**src/rtl/sync_fifo_prog.sv**
```systemverilog
// Synchronous FIFO with programmable almost-full/almost-empty thresholds and sticky error flags.
// Define SYNC_FIFO_FWFT_EN for first-word-fall-through output; the default is registered read (latency 1).
module sync_fifo_prog #(
    parameter int DATA_WIDTH    = 8,
    parameter int DEPTH         = 16,
    parameter int AFULL_THRESH  = 14,
    parameter int AEMPTY_THRESH = 2
) (
    input  logic                       clk,
    input  logic                       rst,
    input  logic                       flush,
    input  logic                       wr_en,
    input  logic [DATA_WIDTH-1:0]      din,
    input  logic                       rd_en,
    output logic [DATA_WIDTH-1:0]      dout,
    output logic                       dout_valid,
    output logic                       full,
    output logic                       empty,
    output logic                       almost_full,
    output logic                       almost_empty,
    output logic [$clog2(DEPTH):0]     count,
    output logic                       overflow,
    output logic                       underflow,
    input  logic                       clr_err
);

    localparam int AW = $clog2(DEPTH);
    localparam int PW = AW + 1;
    localparam logic [AW:0] DEPTH_C  = PW'(DEPTH);
    localparam logic [AW:0] AFULL_C  = PW'(AFULL_THRESH);
    localparam logic [AW:0] AEMPTY_C = PW'(AEMPTY_THRESH);

    logic [DATA_WIDTH-1:0] mem_q [DEPTH];

    logic [AW:0] wr_ptr_q, wr_ptr_d;
    logic [AW:0] rd_ptr_q, rd_ptr_d;
    logic [AW:0] count_q, count_d;
    logic        overflow_q, overflow_d;
    logic        underflow_q, underflow_d;
    logic        wr_acc, rd_acc;

    assign full         = (count_q == DEPTH_C);
    assign empty        = (count_q == '0);
    assign almost_full  = (count_q >= AFULL_C);
    assign almost_empty = (count_q <= AEMPTY_C);
    assign count        = count_q;
    assign overflow     = overflow_q;
    assign underflow    = underflow_q;

    // flush suppresses both requests, so it also prevents error flags from being set
    assign wr_acc = wr_en & ~full & ~flush;
    assign rd_acc = rd_en & ~empty & ~flush;

    always_comb begin
        wr_ptr_d    = wr_ptr_q;
        rd_ptr_d    = rd_ptr_q;
        count_d     = count_q;
        overflow_d  = overflow_q;
        underflow_d = underflow_q;
        if (flush) begin
            wr_ptr_d = '0;
            rd_ptr_d = '0;
            count_d  = '0;
        end else begin
            if (wr_acc) wr_ptr_d = wr_ptr_q + PW'(1);
            if (rd_acc) rd_ptr_d = rd_ptr_q + PW'(1);
            if (wr_acc && !rd_acc)      count_d = count_q + PW'(1);
            else if (rd_acc && !wr_acc) count_d = count_q - PW'(1);
        end
        if (clr_err) begin
            overflow_d  = 1'b0;
            underflow_d = 1'b0;
        end
        if (wr_en && full && !flush)  overflow_d  = 1'b1;
        if (rd_en && empty && !flush) underflow_d = 1'b1;
    end

    always_ff @(posedge clk or posedge rst) begin
        if (rst) begin
            wr_ptr_q    <= '0;
            rd_ptr_q    <= '0;
            count_q     <= '0;
            overflow_q  <= 1'b0;
            underflow_q <= 1'b0;
        end else begin
            wr_ptr_q    <= wr_ptr_d;
            rd_ptr_q    <= rd_ptr_d;
            count_q     <= count_d;
            overflow_q  <= overflow_d;
            underflow_q <= underflow_d;
        end
    end

    // storage is intentionally not reset
    always_ff @(posedge clk) begin
        if (wr_acc) mem_q[wr_ptr_q[AW-1:0]] <= din;
    end

`ifdef SYNC_FIFO_FWFT_EN
    assign dout       = empty ? '0 : mem_q[rd_ptr_q[AW-1:0]];
    assign dout_valid = ~empty;
`else
    logic [DATA_WIDTH-1:0] dout_q, dout_d;
    logic                  dout_valid_q, dout_valid_d;

    always_comb begin
        dout_d       = dout_q;
        dout_valid_d = rd_acc;
        if (rd_acc) dout_d = mem_q[rd_ptr_q[AW-1:0]];
    end

    always_ff @(posedge clk or posedge rst) begin
        if (rst) begin
            dout_q       <= '0;
            dout_valid_q <= 1'b0;
        end else begin
            dout_q       <= dout_d;
            dout_valid_q <= dout_valid_d;
        end
    end

    assign dout       = dout_q;
    assign dout_valid = dout_valid_q;
`endif

endmodule
```
**config.mk**
```make
export PLATFORM = sky130hd
export DESIGN_NAME = sync_fifo_prog
export DESIGN_NICKNAME = d
export VERILOG_FILES = /design/src/rtl/sync_fifo_prog.sv
export SDC_FILE = /design/constraint.sdc
export NUM_CORES = 1
export LEC_CHECK = 0
export BUFFER_PORTS_ARGS = -buffer_cell sky130_fd_sc_hd__buf_2
export CAP_MARGIN = 5
export CORE_AREA = 2 2 162 164
export CTS_BUF_LIST = sky130_fd_sc_hd__clkbuf_4 sky130_fd_sc_hd__clkbuf_8
export DETAILED_ROUTE_END_ITERATION = 10
export DIE_AREA = 0 0 164 166
export SLEW_MARGIN = 10
export SYNTH_ARGS = -nofsm -noshare
export SYNTH_HDL_FRONTEND = slang
export SYNTH_SLANG_ARGS = --single-unit
export TNS_END_PERCENT = 5
```
**constraint.sdc**
```tcl
create_clock -name clk -period 3.9 [get_ports clk]
set_input_delay 0.39 -clock clk [delete_from_list [all_inputs] [get_ports clk]]
set_output_delay 0.39 -clock clk [all_outputs]
set_load 0.01 [all_outputs]
```
# Word-level counts from Yosys, hierarchy flattened

Memories as Yosys holds them, arrays and structs flattened. A register that Yosys moved wholly into a read port is not among the register bits.
Cells that the tools add are included.

$add $sub $neg: 4
Reduce and logical (&&, ||, !) cells: 15
Bitwise gates (word level): 7
Muxes and demuxes: 12
Equality and inequality tests: 1
Order comparisons: 2

Operators with widths:

| cell                  | number |
|---|---|
| $mux W5               | 7 |
| $add A5 B1 Y5 const B | 3 |
| $reduce_bool A2 Y1    | 4 |
| $logic_and A1 B1 Y1   | 6 |
| $eq A5 B5 Y1 const B  | 1 |
| $ge A5 B4 Y1 const B  | 1 |
| $le A5 B2 Y1 const B  | 1 |
| $logic_not A5 Y1      | 1 |
| $mux W1               | 5 |
| $sub A5 B1 Y5 const B | 1 |
| $and A1 B1 Y1         | 4 |
| $logic_not A1 Y1      | 3 |
| $not A1 Y1            | 3 |
| $reduce_bool A3 Y1    | 1 |

Word-level logic and storage cells: 48
Register bits after elaboration: 18
Memories: 1
Memory bits (writable): 128
Bits of input ports: 14
Output and inout port bits: 20

Memories:

| name  | words | width | rd ports | clocked after memory_dff | wr ports | line | RTL |
|---|---|---|---|---|---|---|---|
| mem_q | 16    | 8     | 1        | 1                        | 1        | 33   | `logic [DATA_WIDTH-1:0] mem_q [DEPTH];` |

# Longest topological paths before layout

Gate-level depths: netlist of run 1.

Depth after elaboration: 9
Depth in mapped cells: 7
Depth with buffers taken out: 7

# Worst setup path before layout of run 1

OpenSTA, ideal clock, no wires.

Path type: register -> register
From: reg count_q[0] (netlist: count[0])
To: reg count_q[4] (netlist: count[4])
Path buffers: 0
Arrival time: 2.552 ns
Path slack: 1.278 ns
Clock period less this slack: 2.622 ns
Cell stages (with the launch flop): 8
Data required time: 3.829 ns
Cell sequence: dfrtp_1 -> o41a_1 -> a211o_1 -> fa_1 -> a21o_1 -> a2111oi_0 -> nand4_1 -> nand4_1

Cells in the longest elaborated chain, start to end: 8

Ends and longest elaborated chain:

| what                                                  | line | RTL |
|---|---|---|
| from (decl)                                           | 37   | `logic [AW:0] count_q, count_d;` |
| from (signal assigned)                                | 88   | `count_q <= count_d;` |
| branches (longest 8 deep; another with $sub A5 B1 Y5) | --   |  |

Several ways; the timed one is not identified. The select of a mux whose other input is x is not followed.
A chain may end at the register's enable or synchronous reset.

# Worst setup path in the final report of run 1

Ends and elaborated chain as after synthesis.

==> results of run 1 <==
-- sequential cells by signal, summed over array words and instances (netlist names) --
register and flops:
mem_q 128, dout 8, count 5, rd_ptr_q 4
wr_ptr_q 4, dout_valid 1, overflow 1, underflow 1
-- how the worst max path moves through the flow --
stage,from,to,slack [ps],cells after the start
finish,count[0],count[4],1040,7
global route,count[0],count[4],920,7
CTS,count[0],count[4],1070,7
detailed placement,count[0],count[4],1100,7
global placement,count[0],count[4],1130,7
floorplan,count[0],count[4],1280,7
-- cell type report --
type | count | area [sq um] | area share [%]
Sequential cell | 152 | 4450 | 61.8
Multi-Input combinational cell | 174 | 1710 | 23.7
Tap cell | 335 | 419 | 5.83
Clock buffer | 18 | 241 | 3.36
Timing Repair Buffer | 39 | 210 | 2.92
Clock inverter | 13 | 146 | 2.03
Inverter | 7 | 26.3 | 0.365
-- worst max-delay path: cells and delay by family, from the launching register on --
kind                     cells  cell delay (ps)
flip-flops                   1              490
adder cells (fa/ha/maj)      1              480
AO/OA/AOI/OAI                4             1560
AND/OR/NAND/NOR              2              270
-- layout by cell type (no fill, tap or decap), types with 2 or more instances in the layout --
cell         n
nor2_1      23
a21oi_1     12
nand4_1      2
o21ai_0      4
a21o_1       4
clkbuf_8    17
o221ai_1     8
buf_2       33
mux2i_1     19
dfrtp_1     23
o211ai_1     4
mux4_2      32
o32ai_1      2
nand2b_1     7
xor2_1       4
a2111oi_0    2
and3_1       2
nand3_1      5
bufinv_16    2
inv_8        2
inv_6        3
inv_1        7
ha_1         9
clkinv_4     2
nor3_1       4
or3_1        2
xnor2_1      2
buf_4        6
edfxtp_1   128
or4_1        2
clkinv_1     2
nand2_1     15
-- kinds of logic (layout without fill, tap and decap cells) --
| group | count (synthesis) | count (layout) | synth area share (%) |
|---|---|---|---|
| AO/OA/AOI/OAI | 44 | 44 | 5.02 |
| XOR/XNOR | 6 | 6 | 0.840 |
| adder cells (fa/ha/maj) | 10 | 10 | 2.12 |
| buffers and inverters | 24 | 77 | 1.64 |
| flip-flops | 152 | 152 | 71.1 |
| multiplexers | 51 | 51 | 14.6 |
| AND/OR/NAND/NOR | 63 | 63 | 4.74 |
-- metrics by stage --
step	utilization [%]	cells
floorplan	-	350
global placement	26.6	707
detailed placement	26.6	707
CTS	28.1	738
global route	28.1	738
finish	28.1	738
-- report_power, final --
group | total, W | leakage (nW) | switching [W] | internal [W]
combinational | 0.000868 | 0.721 | 0.000465 | 0.000403
clock | 0.00118 | 0.196 | 0.000594 | 0.000583
sequential | 0.00202 | 1.47 | 0.000163 | 0.00186
-- per-layer routing --
layer	part of all wire (%)	up-vias	wire length [microns]	track usage, %
met3	5.0	20	629	2.77
met5	0	-	0	0
met4	1.7	0	208	2.90
li1	-	1476	-	-
met2	48	92	5980	15.1
met1	46	1706	5750	12.4
==> flow_summary.ini, run 1 <==
[final_layout]
nFillCells = 2525
syn2layout_area_growth_pct = 15.1
layout.nets = 415
diodes = 0
finish.instance_area_sq_mm = 0.00720
drive_gt1_share_pct = 25.6

[timing]
hold_ws_ps = 164
timing.fmax_mhz = 350
fin_skew_ps = 8.82
finalHoldViolations = 0
worst_pin_slew_ps = 1150
period_needed_ps = 2860
setup_violations = 0
setup_tns_ps = 0
rsz0062_at_grt = false
maxSlewHeadroom_pct = 23.5
slew_violations = 0
fin_crit_sh_pct = 73.3
layout_setup_ws_ps = 1040

[place]
dpl.hpwl_microns = 8020
place_area_sq_mm = 0.00681
post-place-ws_ps = 1100
port_buffers = 33
place_congestion = 0.828

[die]
start_util_pct = 24.4
core_sq_mm = 0.0256
dieArea_sq_mm = 0.0272
pin_count = 34
die_w_microns = 164
die_h_microns = 166
rows = 59

[power_and_ir_drop]
cellLeakagePower_nw = 2.38
powerDensity_mw_per_mm2 = 565
total_power_w = 0.00407
power.ir.vdd_worst_mv = 0.243

[hold_path]
hold_depth = 2
hold_start = clr_err
hold_end = overflow
hp-class = in2reg

[critical_path]
r2r-start = count[0]
cp.required_ps = 4270
cpMostUsedCell = nand4_1
r2r_cells = 7
path_cells = o41a_1 > a211o_1 > fa_1 > a21o_1 > a2111oi_0 > nand4_1 > nand4_1
worst-setup-path-type = reg2reg
cp_slowest_stage_delay_ps = 500
cp_max_fo = 9
crit_path_end_kind = flip-flop
crit_slowest_cell = o41a_1
r2r-end = count[4]
r2r_slack_ps = 1040
startpoint_type = flip-flop
crit_arrival_ps = 3230

[synthesis]
ys_types = 38
synthCells = 350
synth_edf_count = 128
synthArstFlopShare_pct = 15.8
avgSynthCellArea_sq_um = 17.9
synth_flop_cell = edfxtp_1
synth-seq-cells = 152
yosysSeqAreaShare_pct = 71.1
synth_nets = 374
synth_area_leader_cell = edfxtp_1
synth.most_common_cell = edfxtp_1
syn_area_sq_mm = 0.00625
synth_warnings = 0
synthTopCellsByCount = edfxtp_1, mux4_2, dfrtp_1
yosys.area.top_type_share_pct = 61.5
yosys-top-cells-area = edfxtp_1, mux4_2, dfrtp_1, mux2i_1, ha_1

[global_route]
grt_pass1_wl_microns = 18800
grt-ovfl-total = 0
grt_use_total_pct = 9.45
grt_max_degree = 36
grt_pass1_vias = 3339
antenna_found_initial = 0

[run_status]
status = completed

[cts]
cts.sinks = 152
clk_latency_ps = 440
cts_root_buffer = clkbuf_8
clock_path_buffers = 2
ctsHtreeMaxLevel = 4
cts_hold_buf = 0
clk_pin_slew_ps = 80
cts_tree = done
cts_setup_buffers = 0
cts-resized-gates = 0
cts_buffers = 17

[drt]
vias = 3294
avgRoutedWirePerCell_microns = 17.0
wirelength_microns = 12600
first_iter_violations = 290
drc = 0
vias_per_cell = 4.46
antenna_left = 0
firstDrtPassIters = 4

[run]
drv_cap = 0
(Power assumes the default switching activity.)
==> run 2: changes to the inputs <==
--- a/config.mk
+++ b/config.mk
@@ -5,12 +5,13 @@
 export SDC_FILE = /design/constraint.sdc
 export NUM_CORES = 1
 export LEC_CHECK = 0
+export ABC_AREA = 1
 export BUFFER_PORTS_ARGS = -buffer_cell sky130_fd_sc_hd__buf_2
 export CAP_MARGIN = 5
-export CORE_AREA = 2 2 162 164
+export CORE_AREA = 2 2 166 168
 export CTS_BUF_LIST = sky130_fd_sc_hd__clkbuf_4 sky130_fd_sc_hd__clkbuf_8
 export DETAILED_ROUTE_END_ITERATION = 10
-export DIE_AREA = 0 0 164 166
+export DIE_AREA = 0 0 168 170
 export SLEW_MARGIN = 10
 export SYNTH_ARGS = -nofsm -noshare
 export SYNTH_HDL_FRONTEND = slang
==> constraint.sdc (replaced) <==
create_clock -name clk -period 2.6 [get_ports clk]
set_input_delay 0.26 -clock clk [delete_from_list [all_inputs] [get_ports clk]]
set_output_delay 0.26 -clock clk [all_outputs]
set_load 0.01 [all_outputs]
==> run 2 against run 1 <==
Clock skew is 0.85 ps higher; die area rose by 4.9%; worst setup slack got worse by 610 ps; highest routed layer unchanged.
==> flow_summary.ini, run 2 <==
[synthesis]
syn_area_sq_mm = 0.00662
yosysSeqAreaShare_pct = 67.1
synth_edf_count = 128
synth.most_common_cell = nand2_1
yosys-top-cells-area = edfxtp_1, nand2_1, dfrtp_1, nand3_1, nor2_1
synthTopCellsByCount = nand2_1, edfxtp_1, nand3_1
avgSynthCellArea_sq_um = 10.4
synth_warnings = 0
synthArstFlopShare_pct = 15.8
synth-seq-cells = 152
synth_flop_cell = edfxtp_1
yosys.area.top_type_share_pct = 58.0
synth_area_leader_cell = edfxtp_1
ys_types = 25
synth_nets = 661
synthCells = 637

[critical_path]
crit_arrival_ps = 2520
startpoint_type = flip-flop
cp.required_ps = 2950
worst-setup-path-type = reg2reg
crit_path_end_kind = flip-flop
r2r_slack_ps = 440
cp_max_fo = 10

[cts]
ctsHtreeMaxLevel = 4
cts_root_buffer = clkbuf_8
cts-resized-gates = 0
cts_tree = done
clk_pin_slew_ps = 80
clock_path_buffers = 2
cts.sinks = 152
clk_latency_ps = 460
cts_buffers = 17

[global_route]
grt_max_degree = 42
grt_use_total_pct = 11.0
grt_pass1_vias = 4493
grt_pass1_wl_microns = 24100
grt-ovfl-total = 0
antenna_found_initial = 0

[timing]
timing.fmax_mhz = 462
finalHoldViolations = 0
period_needed_ps = 2160
maxSlewHeadroom_pct = 52.3
worst_pin_slew_ps = 713
fin_crit_sh_pct = 83.2
fin_skew_ps = 9.67
hold_ws_ps = 110
slew_violations = 0
rsz0062_at_grt = false
setup_violations = 0
setup_tns_ps = 0

[power_and_ir_drop]
powerDensity_mw_per_mm2 = 836
power.ir.vdd_worst_mv = 0.344
cellLeakagePower_nw = 3.07

[die]
rows = 60
die_w_microns = 168
core_sq_mm = 0.0267
die_h_microns = 170
dieArea_sq_mm = 0.0286
start_util_pct = 24.8
pin_count = 34

[final_layout]
largest_register_ffs = 128
layout.nets = 708
syn2layout_area_growth_pct = 14.7
final_common_cell = nand2_1
mostFrequentLayoutCells = nand2_1, edfxtp_1, nand3_1
diodes = 0
drive_gt1_share_pct = 13.5
nFillCells = 2737

[run_status]
status = completed

[drt]
avgRoutedWirePerCell_microns = 14.6
vias = 4477
antenna_left = 0
firstDrtPassIters = 5
first_iter_violations = 395
vias_per_cell = 4.32
wirelength_microns = 15200
drc = 0

[place]
dpl.hpwl_microns = 10100
port_buffers = 33
place_congestion = 0.821

[hold_path]
hp-class = in2reg

[run]
drv_cap = 0
-- run 2: path summary, 6_finish.rpt --
kind / end / startpoint / cells after the start
setup / recovery: count[4] / count[0] / 13
hold / removal: count[4] / flush / 4
setup reg to reg: count[4] / count[0] / 13
hold reg to reg: dout[5] / dout[5] / 2
max in group asynchronous: rd_ptr_q[0] / rst / 4
min in group asynchronous: underflow / rst / 4
-- run 2: metrics by stage --
step           setup slack [ps]  instances  power, W  util [%]  cell area, sq um
5_1_grt                     214       1037   0.00675      28.5              7590
4_1_cts                     450       1037   0.00641      28.5              7590
3_5_place_dp                464       1004   0.00460      26.9              7180
6_report                    438       1037   0.00635      28.5              7590
3_3_place_gp                478       1004   0.00459      26.9              7180
2_1_floorplan               599        637   0.00412         -              6620
-- run 2: worst max-delay path, cell delays in order, from the launching register on --
cell	delay, ps
dfrtp_1	470
nor2_2	180
nand3_2	150
nand2_4	170
nand2_4	120
fa_1	420
nand3_1	130
nand2_1	60
nand2_1	70
nand2_1	60
nor2_1	100
nor2_1	50
nand2_1	50
nand2_1	40
-- run 2: power breakdown --
group | switching [W] | total, W | internal (W)
Clock | 0.000870 | 0.00182 | 0.000946
Combinational | 0.00107 | 0.00160 | 0.000529
Sequential | 0.000155 | 0.00293 | 0.00278
-- run 2: what timing repair did --
action	CTS	global route
endpoints found under the hold margin	26	0
setup buffers	0	0
hold buffers	2	0
-- run 2: layout make-up --
type,count,area (sq um),area share [%]
flip-flops and latches,152,4450,58.5
multi-input cells,422,1860,24.5
well taps,341,427,5.62
repair buffers,54,328,4.32
clock buffers,18,241,3.18
clock inverters,13,155,2.04
inverters,37,139,1.83
-- run 2: logic make-up after synthesis --
logic type	synth area share (%)
xor gates and xnor gates	0.265
AOI/OAI and AO/OA	2.65
DFF	67.1
adders and majority gates	2.00
and+or+nand+nor	23.1
buffers and inverters	4.84
-- run 2: routing by layer --
layer	GRT usage (%)	vias up	share of wire [%]
li1	-	2208	-
met1	14.4	2185	45
met2	18.5	67	49
met3	2.23	17	3.7
met4	3.52	0	1.4
met5	0	-	0
